--- config.mk ---
export PLATFORM = sky130hd
export DESIGN_NAME = mage_stream_bridge
export DESIGN_NICKNAME = d
export VERILOG_FILES = /design/src/rtl/mage_stream_bridge.sv
export SDC_FILE = /design/constraint.sdc
export NUM_CORES = 1
export LEC_CHECK = 0
export CAP_MARGIN = 40
export CORE_MARGIN = 2
export CORE_UTILIZATION = 57
export DETAILED_ROUTE_END_ITERATION = 12
export GPL_ROUTABILITY_DRIVEN = 0
export GPL_TIMING_DRIVEN = 0
export PLACE_DENSITY_LB_ADDON = 0.2
export SYNTH_ARGS = -nofsm -noshare
export SYNTH_HDL_FRONTEND = slang
export SYNTH_SLANG_ARGS = --single-unit
--- constraint.sdc ---
create_clock -name clk_i -period 12.7 [get_ports clk_i]
set_clock_uncertainty 0.1 [all_clocks]
set_input_delay 1.905 -clock clk_i [delete_from_list [all_inputs] [get_ports clk_i]]
set_output_delay 1.905 -clock clk_i [all_outputs]
set_load 0.03 [all_outputs]
--- src/rtl/mage_stream_bridge.sv ---
// Multi-channel DMA <-> PEA stream bridge with per-channel FWFT FIFOs and a run controller.
// Optional perf counters are enabled with `define MAGE_STREAM_BRIDGE_PERF_EN.
module mage_stream_bridge #(
   parameter int unsigned N_CH   = 4,
   parameter int unsigned DATA_W = 32,
   parameter int unsigned DEPTH  = 4,
   parameter int unsigned CNT_W  = 16
) (
   input  logic                     clk_i,
   input  logic                     rst_i,
   input  logic [N_CH-1:0]          cfg_ch_en_i,
   input  logic [N_CH-1:0]          cfg_ch_dir_i,
   input  logic                     cfg_sync_i,
   input  logic [CNT_W-1:0]         cfg_len_i,
   input  logic                     start_i,
   output logic                     busy_o,
   output logic                     done_o,
   input  logic [N_CH-1:0]          dma_valid_i,
   input  logic [N_CH*DATA_W-1:0]   dma_data_i,
   output logic [N_CH-1:0]          dma_ready_o,
   output logic [N_CH-1:0]          dma_valid_o,
   output logic [N_CH*DATA_W-1:0]   dma_data_o,
   input  logic [N_CH-1:0]          dma_ready_i,
   output logic [N_CH-1:0]          pea_valid_o,
   output logic [N_CH*DATA_W-1:0]   pea_data_o,
   input  logic [N_CH-1:0]          pea_ready_i,
   input  logic [N_CH-1:0]          pea_valid_i,
   input  logic [N_CH*DATA_W-1:0]   pea_data_i,
   output logic [N_CH-1:0]          pea_ready_o
`ifdef MAGE_STREAM_BRIDGE_PERF_EN
   ,
   output logic [N_CH*CNT_W-1:0]    perf_stall_o,
   output logic [CNT_W-1:0]         perf_cycles_o
`endif
);

   localparam int unsigned AW = (DEPTH > 1) ? $clog2(DEPTH) : 1;
   localparam int unsigned OW = AW + 1;

   typedef enum logic [1:0] {
      S_IDLE = 2'd0,
      S_RUN  = 2'd1,
      S_DONE = 2'd2
   } state_t;

   state_t             r_state;
   logic               r_busy;
   logic               r_done;
   logic [N_CH-1:0]    r_en;
   logic [N_CH-1:0]    r_dir;
   logic               r_sync;
   logic [CNT_W-1:0]   r_len;
   logic [CNT_W-1:0]   r_beats [N_CH];

   logic [DATA_W-1:0]  r_mem  [N_CH][DEPTH];
   logic [AW-1:0]      r_wptr [N_CH];
   logic [AW-1:0]      r_rptr [N_CH];
   logic [OW-1:0]      r_occ  [N_CH];

   logic               w_run;
   logic [N_CH-1:0]    w_in;
   logic [N_CH-1:0]    w_out;
   logic [N_CH-1:0]    w_empty;
   logic [N_CH-1:0]    w_full;
   logic [N_CH-1:0]    w_hit;
   logic [N_CH-1:0]    w_push;
   logic [N_CH-1:0]    w_pop;
   logic               w_all_ne;
   logic               w_sync_rdy;
   logic               w_sync_pop;
   logic               w_fin;
   logic [DATA_W-1:0]  w_din  [N_CH];
   logic [DATA_W-1:0]  w_head [N_CH];
   logic [CNT_W-1:0]   w_beats_nxt [N_CH];

   assign w_run  = (r_state == S_RUN);
   assign w_in   = r_en & ~r_dir;
   assign w_out  = r_en & r_dir;
   assign busy_o = r_busy;
   assign done_o = r_done;

   // Handshake decode; valid/ready derive from registered state only, except the lockstep pop.
   always_comb begin
      dma_ready_o = '0;
      dma_valid_o = '0;
      dma_data_o  = '0;
      pea_valid_o = '0;
      pea_ready_o = '0;
      pea_data_o  = '0;
      w_push      = '0;
      w_pop       = '0;
      w_all_ne    = 1'b1;
      w_sync_rdy  = 1'b1;
      w_fin       = 1'b1;
      for (int c = 0; c < N_CH; c++) begin
         w_empty[c]     = (r_occ[c] == '0);
         w_full[c]      = (r_occ[c] == OW'(DEPTH));
         w_hit[c]       = (r_beats[c] == r_len);
         w_head[c]      = r_mem[c][r_rptr[c]];
         w_din[c]       = '0;
         w_beats_nxt[c] = r_beats[c];
         if (w_in[c]) begin
            if (w_empty[c])     w_all_ne   = 1'b0;
            if (!pea_ready_i[c]) w_sync_rdy = 1'b0;
         end
      end
      w_sync_pop = w_run & r_sync & w_all_ne & w_sync_rdy;

      for (int c = 0; c < N_CH; c++) begin
         if (w_in[c]) begin
            dma_ready_o[c] = w_run & ~w_full[c];
            pea_valid_o[c] = w_run & (r_sync ? w_all_ne : ~w_empty[c]);
            w_push[c]      = dma_valid_i[c] & dma_ready_o[c];
            w_pop[c]       = r_sync ? w_sync_pop : (pea_valid_o[c] & pea_ready_i[c]);
            w_din[c]       = dma_data_i[c*DATA_W +: DATA_W];
            if (pea_valid_o[c]) pea_data_o[c*DATA_W +: DATA_W] = w_head[c];
         end else if (w_out[c]) begin
            pea_ready_o[c] = w_run & ~w_full[c] & ~w_hit[c];
            dma_valid_o[c] = w_run & ~w_empty[c] & ~w_hit[c];
            w_push[c]      = pea_valid_i[c] & pea_ready_o[c];
            w_pop[c]       = dma_valid_o[c] & dma_ready_i[c];
            w_din[c]       = pea_data_i[c*DATA_W +: DATA_W];
            if (dma_valid_o[c]) dma_data_o[c*DATA_W +: DATA_W] = w_head[c];
            w_beats_nxt[c] = r_beats[c] + CNT_W'(w_pop[c]);
            if (w_beats_nxt[c] != r_len) w_fin = 1'b0;
         end
      end
   end

   // FIFO storage has no reset; occupancy and pointers define validity.
   always_ff @(posedge clk_i) begin
      for (int c = 0; c < N_CH; c++) begin
         if (w_push[c]) r_mem[c][r_wptr[c]] <= w_din[c];
      end
   end

   always_ff @(posedge clk_i or posedge rst_i) begin
      if (rst_i) begin
         for (int c = 0; c < N_CH; c++) begin
            r_wptr[c] <= '0;
            r_rptr[c] <= '0;
            r_occ[c]  <= '0;
         end
      end else begin
         for (int c = 0; c < N_CH; c++) begin
            if (w_push[c]) r_wptr[c] <= r_wptr[c] + AW'(1);
            if (w_pop[c])  r_rptr[c] <= r_rptr[c] + AW'(1);
            case ({w_push[c], w_pop[c]})
               2'b10:   r_occ[c] <= r_occ[c] + OW'(1);
               2'b01:   r_occ[c] <= r_occ[c] - OW'(1);
               default: r_occ[c] <= r_occ[c];
            endcase
         end
      end
   end

   // Run controller: config shadowing, beat counters and completion.
   always_ff @(posedge clk_i or posedge rst_i) begin
      if (rst_i) begin
         r_state <= S_IDLE;
         r_busy  <= 1'b0;
         r_done  <= 1'b0;
         r_en    <= '0;
         r_dir   <= '0;
         r_sync  <= 1'b0;
         r_len   <= '0;
         for (int c = 0; c < N_CH; c++) r_beats[c] <= '0;
      end else begin
         case (r_state)
            S_IDLE: begin
               r_done <= 1'b0;
               if (start_i) begin
                  r_state <= S_RUN;
                  r_busy  <= 1'b1;
                  r_en    <= cfg_ch_en_i;
                  r_dir   <= cfg_ch_dir_i;
                  r_sync  <= cfg_sync_i;
                  r_len   <= cfg_len_i;
                  for (int c = 0; c < N_CH; c++) r_beats[c] <= '0;
               end
            end
            S_RUN: begin
               for (int c = 0; c < N_CH; c++) r_beats[c] <= w_beats_nxt[c];
               if (w_fin) begin
                  r_state <= S_DONE;
                  r_busy  <= 1'b0;
                  r_done  <= 1'b1;
               end
            end
            S_DONE: begin
               r_state <= S_IDLE;
               r_done  <= 1'b0;
            end
            default: begin
               r_state <= S_IDLE;
               r_busy  <= 1'b0;
               r_done  <= 1'b0;
            end
         endcase
      end
   end

`ifdef MAGE_STREAM_BRIDGE_PERF_EN
   logic [CNT_W-1:0] r_stall [N_CH];
   logic [CNT_W-1:0] r_cycles;

   // Saturating stall/cycle counters, cleared on run entry and frozen outside RUN.
   always_ff @(posedge clk_i or posedge rst_i) begin
      if (rst_i) begin
         r_cycles <= '0;
         for (int c = 0; c < N_CH; c++) r_stall[c] <= '0;
      end else if ((r_state == S_IDLE) && start_i) begin
         r_cycles <= '0;
         for (int c = 0; c < N_CH; c++) r_stall[c] <= '0;
      end else if (w_run) begin
         if (r_cycles != '1) r_cycles <= r_cycles + CNT_W'(1);
         for (int c = 0; c < N_CH; c++) begin
            if (r_en[c] && w_full[c] && (r_dir[c] ? pea_valid_i[c] : dma_valid_i[c])
                && (r_stall[c] != '1))
               r_stall[c] <= r_stall[c] + CNT_W'(1);
         end
      end
   end

   always_comb begin
      perf_stall_o = '0;
      for (int c = 0; c < N_CH; c++) perf_stall_o[c*CNT_W +: CNT_W] = r_stall[c];
   end
   assign perf_cycles_o = r_cycles;
`endif

endmodule

### Word level (Yosys, flattened, before mapping)

Memory sizes are Yosys's and may differ from the RTL's.
Cells that the tools add are included.

| storage, ports and cells | value |
|---|---|
| register bits after elaboration | 121 |
| bits in writable memories | 512 |
| output and inout bits | 274 |
| logic and storage cells | 326 |
| memories | 1 |

| operators by class | value |
|---|---|
| add/subtract/negate cells | 20 |
| $lt $le $gt $ge | 12 |
| eq/ne operators | 32 |
| muxes and demuxes | 154 |
| bitwise logic cells | 63 |
| reduce and logical (&&, ||, !) cells | 21 |

Memories:

| memory | words | width | read ports | clocked after memory_dff | write ports | line | text |
|---|---|---|---|---|---|---|---|
| r_mem | 4 | 128 | 4 | 0 | 4 | 55 | `logic [DATA_W-1:0] r_mem [N_CH][DEPTH];` |

Operators by type and width:

| operator | number |
|---|---|
| $mux W32 | 40 |
| $mux W128 | 4 |
| $bmux W32 S2 | 4 |
| $demux W32 S2 | 4 |
| $mux W16 | 8 |
| $pmux W64 S2 | 1 |
| $mux W1 | 84 |
| $add A16 B1 Y16 | 4 |
| $eq A16 B16 Y1 | 4 |
| $mux W64 | 1 |
| $ne A16 B16 Y1 | 4 |
| $and A1 B1 Y1 | 39 |
| $ge A3 B3 Y1 const B | 8 |
| $not A2 Y3 | 8 |
| $pmux W3 S2 | 4 |
| $add A2 B1 Y2 const B | 8 |
| $reduce_and A4 Y1 | 4 |
| $not A1 Y1 | 13 |
| $add A3 B1 Y3 const B | 4 |
| $eq A3 B3 Y1 const B | 4 |
| $logic_not A3 Y1 | 4 |
| $lt A3 B1 Y1 const B | 4 |
| $sub A3 B1 Y3 const B | 4 |
| $eq A2 B1 Y1 const B | 5 |
| 13 further kinds | 35 |

### Longest topological paths before layout

Gate-level depths: netlist of run 1.

| logic depth | value |
|---|---|
| depth in word-level cells | 21 |
| gate-level depth with buffers | 19 |

### Worst setup path before layout of run 1

OpenSTA, ideal clock, no wires.

| timing | value |
|---|---|
| kind | reg2out |
| start | register r_len[10] |
| end | output port dma_data_o[86] |
| arrival | 2.463 ns |
| slack | 8.232 ns |
| stages on the path, launching flop included | 9 |
| buffers on the path | 2 |
| path through | dfrtp_1 clkbuf_1 xor2_1 or4_1 or4_1 nand3_1 nor2_1 clkbuf_1 and2_1 |

| on the way | value |
|---|---|
| longest elaborated chain between the ends | 6 |

RTL lines:

| what | line | text |
|---|---|---|
| from (decl) | 52 | `logic [CNT_W-1:0] r_len;` |
| from (signal assigned) | 178 | `r_len <= cfg_len_i;` |
| $eq A16 B16 Y1 | 98 | `w_hit[c] = (r_beats[c] == r_len);` |
| $not A1 Y1 | 119 | `dma_valid_o[c] = w_run & ~w_empty[c] & ~w_hit[c];` |
| $and A1 B1 Y1 | 119 |  |
| $mux W32 | 123 | `if (dma_valid_o[c]) dma_data_o[c*DATA_W +: DATA_W] = w_head[c];` |
| $mux W32 | 117 | `end else if (w_out[c]) begin` |
| $mux W32 | 110 | `if (w_in[c]) begin` |
| to (decl) | 22 | `output logic [N_CH*DATA_W-1:0] dma_data_o,` |

No other way between the ends.

### Worst setup path in the final report of run 1

| timing | value |
|---|---|
| start | register r_state[0] |
| end | output port pea_data_o[47] |

| on the way | value |
|---|---|
| longest elaborated chain between the ends | 4 |

RTL lines:

| what | line | text |
|---|---|---|
| from (decl) | 46 | `state_t r_state;` |
| from (signal assigned) | 160 | `r_state <= S_IDLE;` |
| from (signal assigned) | 173 | `r_state <= S_RUN;` |
| from (signal assigned) | 185 | `r_state <= S_DONE;` |
| $eq A2 B1 Y1 | 76 | `assign w_run = (r_state == S_RUN);` |
| $and A1 B1 Y1 | 112 | `pea_valid_o[c] = w_run & (r_sync ? w_all_ne : ~w_empty[c]);` |
| $mux W32 | 116 | `if (pea_valid_o[c]) pea_data_o[c*DATA_W +: DATA_W] = w_head[c];` |
| $mux W32 | 110 |  |
| to (decl) | 25 | `output logic [N_CH*DATA_W-1:0] pea_data_o,` |

No other way between the ends.

==> results.json, run 1 <==
{
  "synth_top_area_frac": 0.498,
  "initialDrtViolationCount": 1977,
  "dp_hpwl_mm": 62.9,
  "power.internal_w": 0.00489,
  "clkTransAtPathRegs_ns": 0.06,
  "instances_no_fill": 3687,
  "pwr-share-clk": 0.225,
  "layout_setup_ws_ns": 6.13,
  "synth_area_um2": 30900,
  "synth_nets": 2601,
  "cts_root_buffer": "clkbuf_16",
  "fillers": 3320,
  "initial_core_util": 0.575,
  "avgSynthCellArea_um2": 13.6,
  "core_area_um2": 53700,
  "timing.rr.end": "busy_o",
  "vias": 21700,
  "synth_seq_area_share": 0.596,
  "whs_path_depth": 1,
  "cp_common_cell": "clkbuf_1",
  "fin_crit_sh": 0.518,
  "yosysTopAreaCell": "edfxtp_1",
  "clock-sinks": 633,
  "whs_ns": 0.398,
  "fmax_mhz": 152,
  "drt-pass1-iter-count": 7,
  "worst_hold_path.endpoint": "r_occ[3]",
  "status": "complete, no violations",
  "antenna_found_initial": 3,
  "critPathBufInv": 4,
  "cts_setup_buffers": 0,
  "avgRoutedWirePerCell_um": 23.4,
  "final_common_cell": "clkdlybuf4s50_1",
  "dp_slack_ns": 6.74,
  "setup.worst_path.start": "r_state[0]",
  "track_usage": 0.304,
  "finalSetupTns_ns": 0,
  "grt_max_degree": 81,
  "switching_share": 0.366,
  "r2r_cells": 18,
  "synth_cell_types": 76,
  "htreeDepth": 2,
  "synth_edf_count": 512,
  "critical_path.top_delay_family": "buffers and inverters",
  "r2r_start": "r_len[6]",
  "dieArea_um2": 56100,
  "worstHoldStart": "r_occ[3]",
  "drc": 0,
  "ir_worst_vdd_uv": 132,
  "syn2layout_area_growth_pct": 29.5,
  "drtAntennaViolNets": 0,
  "leakagePower_nw": 14.6,
  "synth_area_leaders": "edfxtp_1 (50%), dfrtp_1 (9.8%), mux4_2 (9.3%), and2_1 (5.0%), mux2i_1 (4.5%)",
  "ys_ff_latch": 633,
  "start_kind": "register",
  "rows": 85,
  "cp_cell_sequence": "nor2b_1, clkbuf_1, o31ai_1, a211oi_1, buf_2, clkbuf_1, and2_1, clkdlybuf4s50_1",
  "critPathSlowestCell": "clkdlybuf4s50_1",
  "async_flop_share": 0.191,
  "io_pins": 574,
  "clk_latency_ns": 0.61,
  "finalCriticalPeriod_ns": 6.57,
  "arrival_ns": 4.57,
  "die_w_um": 237,
  "layout-drive-gt1-share": 0.106,
  "gr-total-overflow": 0,
  "power_density_nw_per_um2": 193,
  "worst_pin_slew_ns": 0.945,
  "seq_power_share": 0.347,
  "min_path_type": "register to register",
  "setup_viol": 0,
  "grt_pass1_vias": 22000,
  "critPathKind": "register to output port",
  "nNetsFinal": 3271,
  "synth_ff_type": "edfxtp_1",
  "required_ns": 10.69,
  "ctsResizeCount": 0,
  "fp.dieH_um": 237,
  "final_cell_mix": "clkdlybuf4s50_1 (573), edfxtp_1 (512), and2_1 (230)",
  "numPlacedInstances": 3573,
  "slowest_delay_ns": 0.67,
  "rrSetupSlack_ns": 7.40,
  "cts_tree": "built",
  "cp-end-kind": "output port",
  "portBuffers": 573,
  "p_comb_frac": 0.427,
  "netlist_instances": 2269,
  "slew-limit-headroom": 0.370,
  "ctsLongestPathBuffers": 3,
  "p_sw_w": 0.00282,
  "holdBufCountCts": 0,
  "path_max_fanout": 10,
  "yosys_warnings": 0,
  "slew_violations": 0,
  "hold_viol": 0,
  "fin_util": 0.745,
  "wirelength_mm": 86.1,
  "via_per_inst": 5.89,
  "numCtsBuffers": 60,
  "grt_pass1_wl_mm": 130,
  "rsz0062_at_grt": "false",
  "max_cap_violations": 0
}
[through the flow]
| step | total power, W | area (um2) |
|---|---|---|
| after floorplan | 0.00478 | 30900 |
| after global placement | 0.00582 | 37500 |
| after detailed placement | 0.00599 | 38100 |
| after CTS | 0.00773 | 40000 |
| after global routing | 0.00803 | 40000 |
| final | 0.00771 | 40000 |
[routing by layer]
layer  track usage  part of all wire
met3        0.0563             0.082
met4         0.108             0.034
met2         0.521              0.50
met5             0           0.00015
met1         0.392              0.38
[registers in the layout, summed over array words and instances (netlist names)]
| register | count |
|---|---|
| done_o | 1 |
| r_occ | 12 |
| r_sync | 1 |
| r_en | 4 |
| r_rptr | 8 |
| busy_o | 1 |
| r_state | 2 |
| r_wptr | 8 |
| r_dir | 4 |
| r_beats | 64 |
| r_mem | 512 |
| r_len | 16 |
[kinds of logic (layout without fill, tap and decap cells)]
| kind of cell | Yosys count | in the layout | synth area share |
|---|---|---|---|
| flip-flops | 633 | 633 | 0.596 |
| XOR/XNOR | 133 | 133 | 0.0384 |
| other | 0 | 2 | 0 |
| AND/OR/NAND/NOR | 806 | 806 | 0.146 |
| AO/OA/AOI/OAI | 197 | 197 | 0.0417 |
| multiplexers | 267 | 267 | 0.138 |
| buffers and inverters | 201 | 921 | 0.0259 |
| adder cells (fa/ha/maj) | 32 | 32 | 0.0139 |
[worst max path at each step]
stage	end	cells after the start	slack (ns)
after floorplan	busy_o	1	7.48
after global routing	pea_data_o[47]	8	5.96
final	pea_data_o[47]	8	6.13
after global placement	r_len[1]	2	5.60
after detailed placement	pea_data_o[54]	8	6.74
after CTS	pea_data_o[54]	8	6.09
[area by class of cell]
cell class	instances	area, um2	share of cell area
plain buffers	155	628	0.0157
well taps	696	871	0.0218
multi-input cells	1435	11700	0.293
clock inverters	42	355	0.00889
flip-flops and latches	633	18400	0.460
diodes	2	5.00	0.000125
clock buffers	70	1540	0.0385
inverters	46	178	0.00444
repair buffers	608	6300	0.158
[power by group through the flow]
stage	combinational (W)	clock (W)	sequential, W
floorplan	0.00208	0	0.00270
global placement	0.00311	0	0.00271
detailed placement	0.00327	0	0.00272
CTS	0.00330	0.00175	0.00268
global route	0.00351	0.00183	0.00269
finish	0.00330	0.00174	0.00268
[cells in the mapped netlist, types with 18 or more instances]
cell type    n
nor3_1      25
edfxtp_1   512
xor2_1      74
dfrtp_1    121
clkbuf_1   109
mux4_2     128
nor2_1      96
buf_2       22
inv_1       45
nor2b_1    107
ha_1        28
nand2_1    134
mux2i_1    138
and2_1     246
and3_1      53
o31ai_1     18
o21ai_0     77
xnor2_1     57
nand4_1     22
a21oi_1     20
nand3_1     49
buf_1       19
(Power assumes the default switching activity.)
==> run 2, diff against run 1 <==
Settings changed: CORE_UTILIZATION 57 to 48.
Clock period 12.7 ns to 5.36 ns, I/O delays scaled along.
==> run 2 against run 1 <==
Compared with the run above:
- power rose by 140%
- critical path type is now register to register
- critical endpoint is now busy_o
- core utilization fell by 11 points
- clock power rose to 2.5 times the previous value
- die area rose by 18%
- combinational power rose by 130%
- sequential cell count did not move
- largest cell class unchanged
==> results.json, run 2 (synthesis gave the netlist of run 1 again) <==
{
  "timing.rr.end": "busy_o",
  "vias": 21400,
  "rsz0062_at_grt": "false",
  "fin_area_um2": 40300,
  "min_path_type": "register to register",
  "via_per_inst": 5.57,
  "cts_root_buffer": "clkbuf_16",
  "cp-end-kind": "register",
  "p_sw_w": 0.00667,
  "p_comb_frac": 0.417,
  "pwr-share-clk": 0.237,
  "use_met3": 0.0570,
  "nNetsFinal": 3273,
  "dieArea_um2": 66400,
  "drc": 0,
  "numCtsBuffers": 66,
  "power.total_w": 0.0184,
  "core_area_um2": 63300,
  "dp_hpwl_mm": 63.0,
  "fillers": 4727,
  "numPlacedInstances": 3721,
  "critPathSlowestCell": "or4_1",
  "io_pins": 574,
  "avgRoutedWirePerCell_um": 22.3,
  "critPathKind": "register to register",
  "seq_power_share": 0.346,
  "r2r_cells": 18,
  "worst_pin_slew_ns": 0.907,
  "switching_share": 0.362,
  "finalCriticalPeriod_ns": 5.08,
  "track_usage": 0.254,
  "initial_core_util": 0.488,
  "grtUsageMet2": 0.438,
  "clk_latency_ns": 0.61,
  "portBuffers": 573,
  "worstHoldStart": "r_occ[0]",
  "wirelength_mm": 85.6,
  "grt_pass1_vias": 21700,
  "status": "complete, no violations",
  "drt-pass1-iter-count": 5,
  "r2r_start": "r_len[10]",
  "worst_hold_path.endpoint": "r_occ[0]",
  "gr-total-overflow": 0,
  "fp.dieH_um": 258,
  "final_common_cell": "clkdlybuf4s50_1",
  "power_density_nw_per_um2": 457,
  "htreeDepth": 3,
  "cp_cell_sequence": "clkbuf_1, xor2_1, or4_1, or4_1, nand3_1, inv_1, ha_1, ha_1, clkbuf_1, and4_1, buf_2, and2_1, xor2_1, nor4_1, nand3_1, o311ai_4, nand4_2, a31o_1",
  "slowest_delay_ns": 0.56,
  "fin_crit_sh": 0.948,
  "clkTransAtPathRegs_ns": 0.06,
  "rrSetupSlack_ns": 0.28,
  "critPathBufInv": 4,
  "grt_max_degree": 87,
  "required_ns": 5.76,
  "whs_ns": 0.401,
  "antenna_found_initial": 7,
  "fmax_mhz": 197,
  "clock-sinks": 633,
  "grt_pass1_wl_mm": 129,
  "cts_tree": "built",
  "fin_util": 0.637,
  "postPlaceCellArea_um2": 38300,
  "slew_violations": 0,
  "largest_reg_flops": 512,
  "instances_no_fill": 3839,
  "arrival_ns": 5.48,
  "ctsLongestPathBuffers": 3,
  "start_kind": "register",
  "grt-busiest-layer": "met2",
  "ir_worst_vdd_uv": 258,
  "met1_usage": 0.321,
  "drtAntennaViolNets": 0,
  "max_cap_violations": 0,
  "final_cell_mix": "clkdlybuf4s50_1 (573), edfxtp_1 (512), and2_1 (230)",
  "die_w_um": 258,
  "leakagePower_nw": 14.7,
  "whs_path_depth": 1,
  "power.internal_w": 0.0118,
  "initialDrtViolationCount": 1464,
  "hold_viol": 0,
  "rows": 92,
  "critical_path.top_delay_family": "simple AND/OR/NAND/NOR gates",
  "syn2layout_area_growth_pct": 30.5,
  "layout-drive-gt1-share": 0.109,
  "setup_viol": 0,
  "path_max_fanout": 8,
  "slew-limit-headroom": 0.395
}
run 2: changes by cell type in the layout (fill, tap and decap cells not counted), sizes merged:
cell and change:
clkinv -7, clkbuf +14, buf -2, diode +1, bufinv -2, clkinvlp -3
inv +1
run 2: final cells by class:
class | instances | area [um2] | share of cell area
clock buffer | 86 | 1760 | 0.0436
tap | 846 | 1060 | 0.0263
antenna | 3 | 7.51 | 0.000186
multi-input combinational | 1435 | 11700 | 0.291
timing repair buffer | 606 | 6300 | 0.156
clock inverter | 31 | 279 | 0.00692
inverter | 46 | 178 | 0.00441
buffer | 153 | 622 | 0.0154
sequential | 633 | 18400 | 0.456
run 2: what timing repair did:
action / CTS / global route
gates resized for setup: 1 / 2
cloned: 0 / 0
endpoints found under the setup margin: 44 / 12
buffers inserted: 0 / 0
hold buffers: 0 / 0
run 2: worst max path at each step:
stage | from | endpoint | cells past startpoint
after global placement | rst_i | r_len[14] | 2
after floorplan | r_len[10] | busy_o | 18
after CTS | r_state[0] | pea_data_o[36] | 8
after global routing | r_len[10] | busy_o | 18
after detailed placement | r_len[6] | busy_o | 18
final | r_len[10] | busy_o | 18
run 2: metal layers:
| metal | wire [um] | vias to the layer above |
|---|---|---|
| met4 | 2080 | 8 |
| met3 | 6670 | 130 |
| li1 | - | 9727 |
| met1 | 33900 | 10700 |
| met5 | 52 | - |
| met2 | 42900 | 873 |
run 2: stage by stage:
stage | setup TNS, ns | worst slack (ns)
floorplan | 0 | 1.09
global placement | -94.56 | -0.796
detailed placement | 0 | 0.295
CTS | 0 | 0.0718
global route | 0 | 0.0274
finish | 0 | 0.276
run 2: worst register-to-register path, stage by stage (launching register included):
cell and delay (ns):
dfrtp_1 0.32, clkbuf_1 0.43, xor2_1 0.20, or4_1 0.54
or4_1 0.56, nand3_1 0.17, inv_1 0.06, ha_1 0.26
ha_1 0.21, clkbuf_1 0.21, and4_1 0.26, buf_2 0.16
and2_1 0.19, xor2_1 0.16, nor4_1 0.24, nand3_1 0.18
o311ai_4 0.29, nand4_2 0.20, a31o_1 0.27
run 2: power groups by stage:
stage / combinational, W / clock, W / sequential, W
finish: 0.00769 / 0.00436 / 0.00637
detailed placement: 0.00773 / 0 / 0.00643
global placement: 0.00741 / 0 / 0.00642
global route: 0.00825 / 0.00463 / 0.00641
CTS: 0.00777 / 0.00445 / 0.00634
floorplan: 0.00494 / 0 / 0.00639
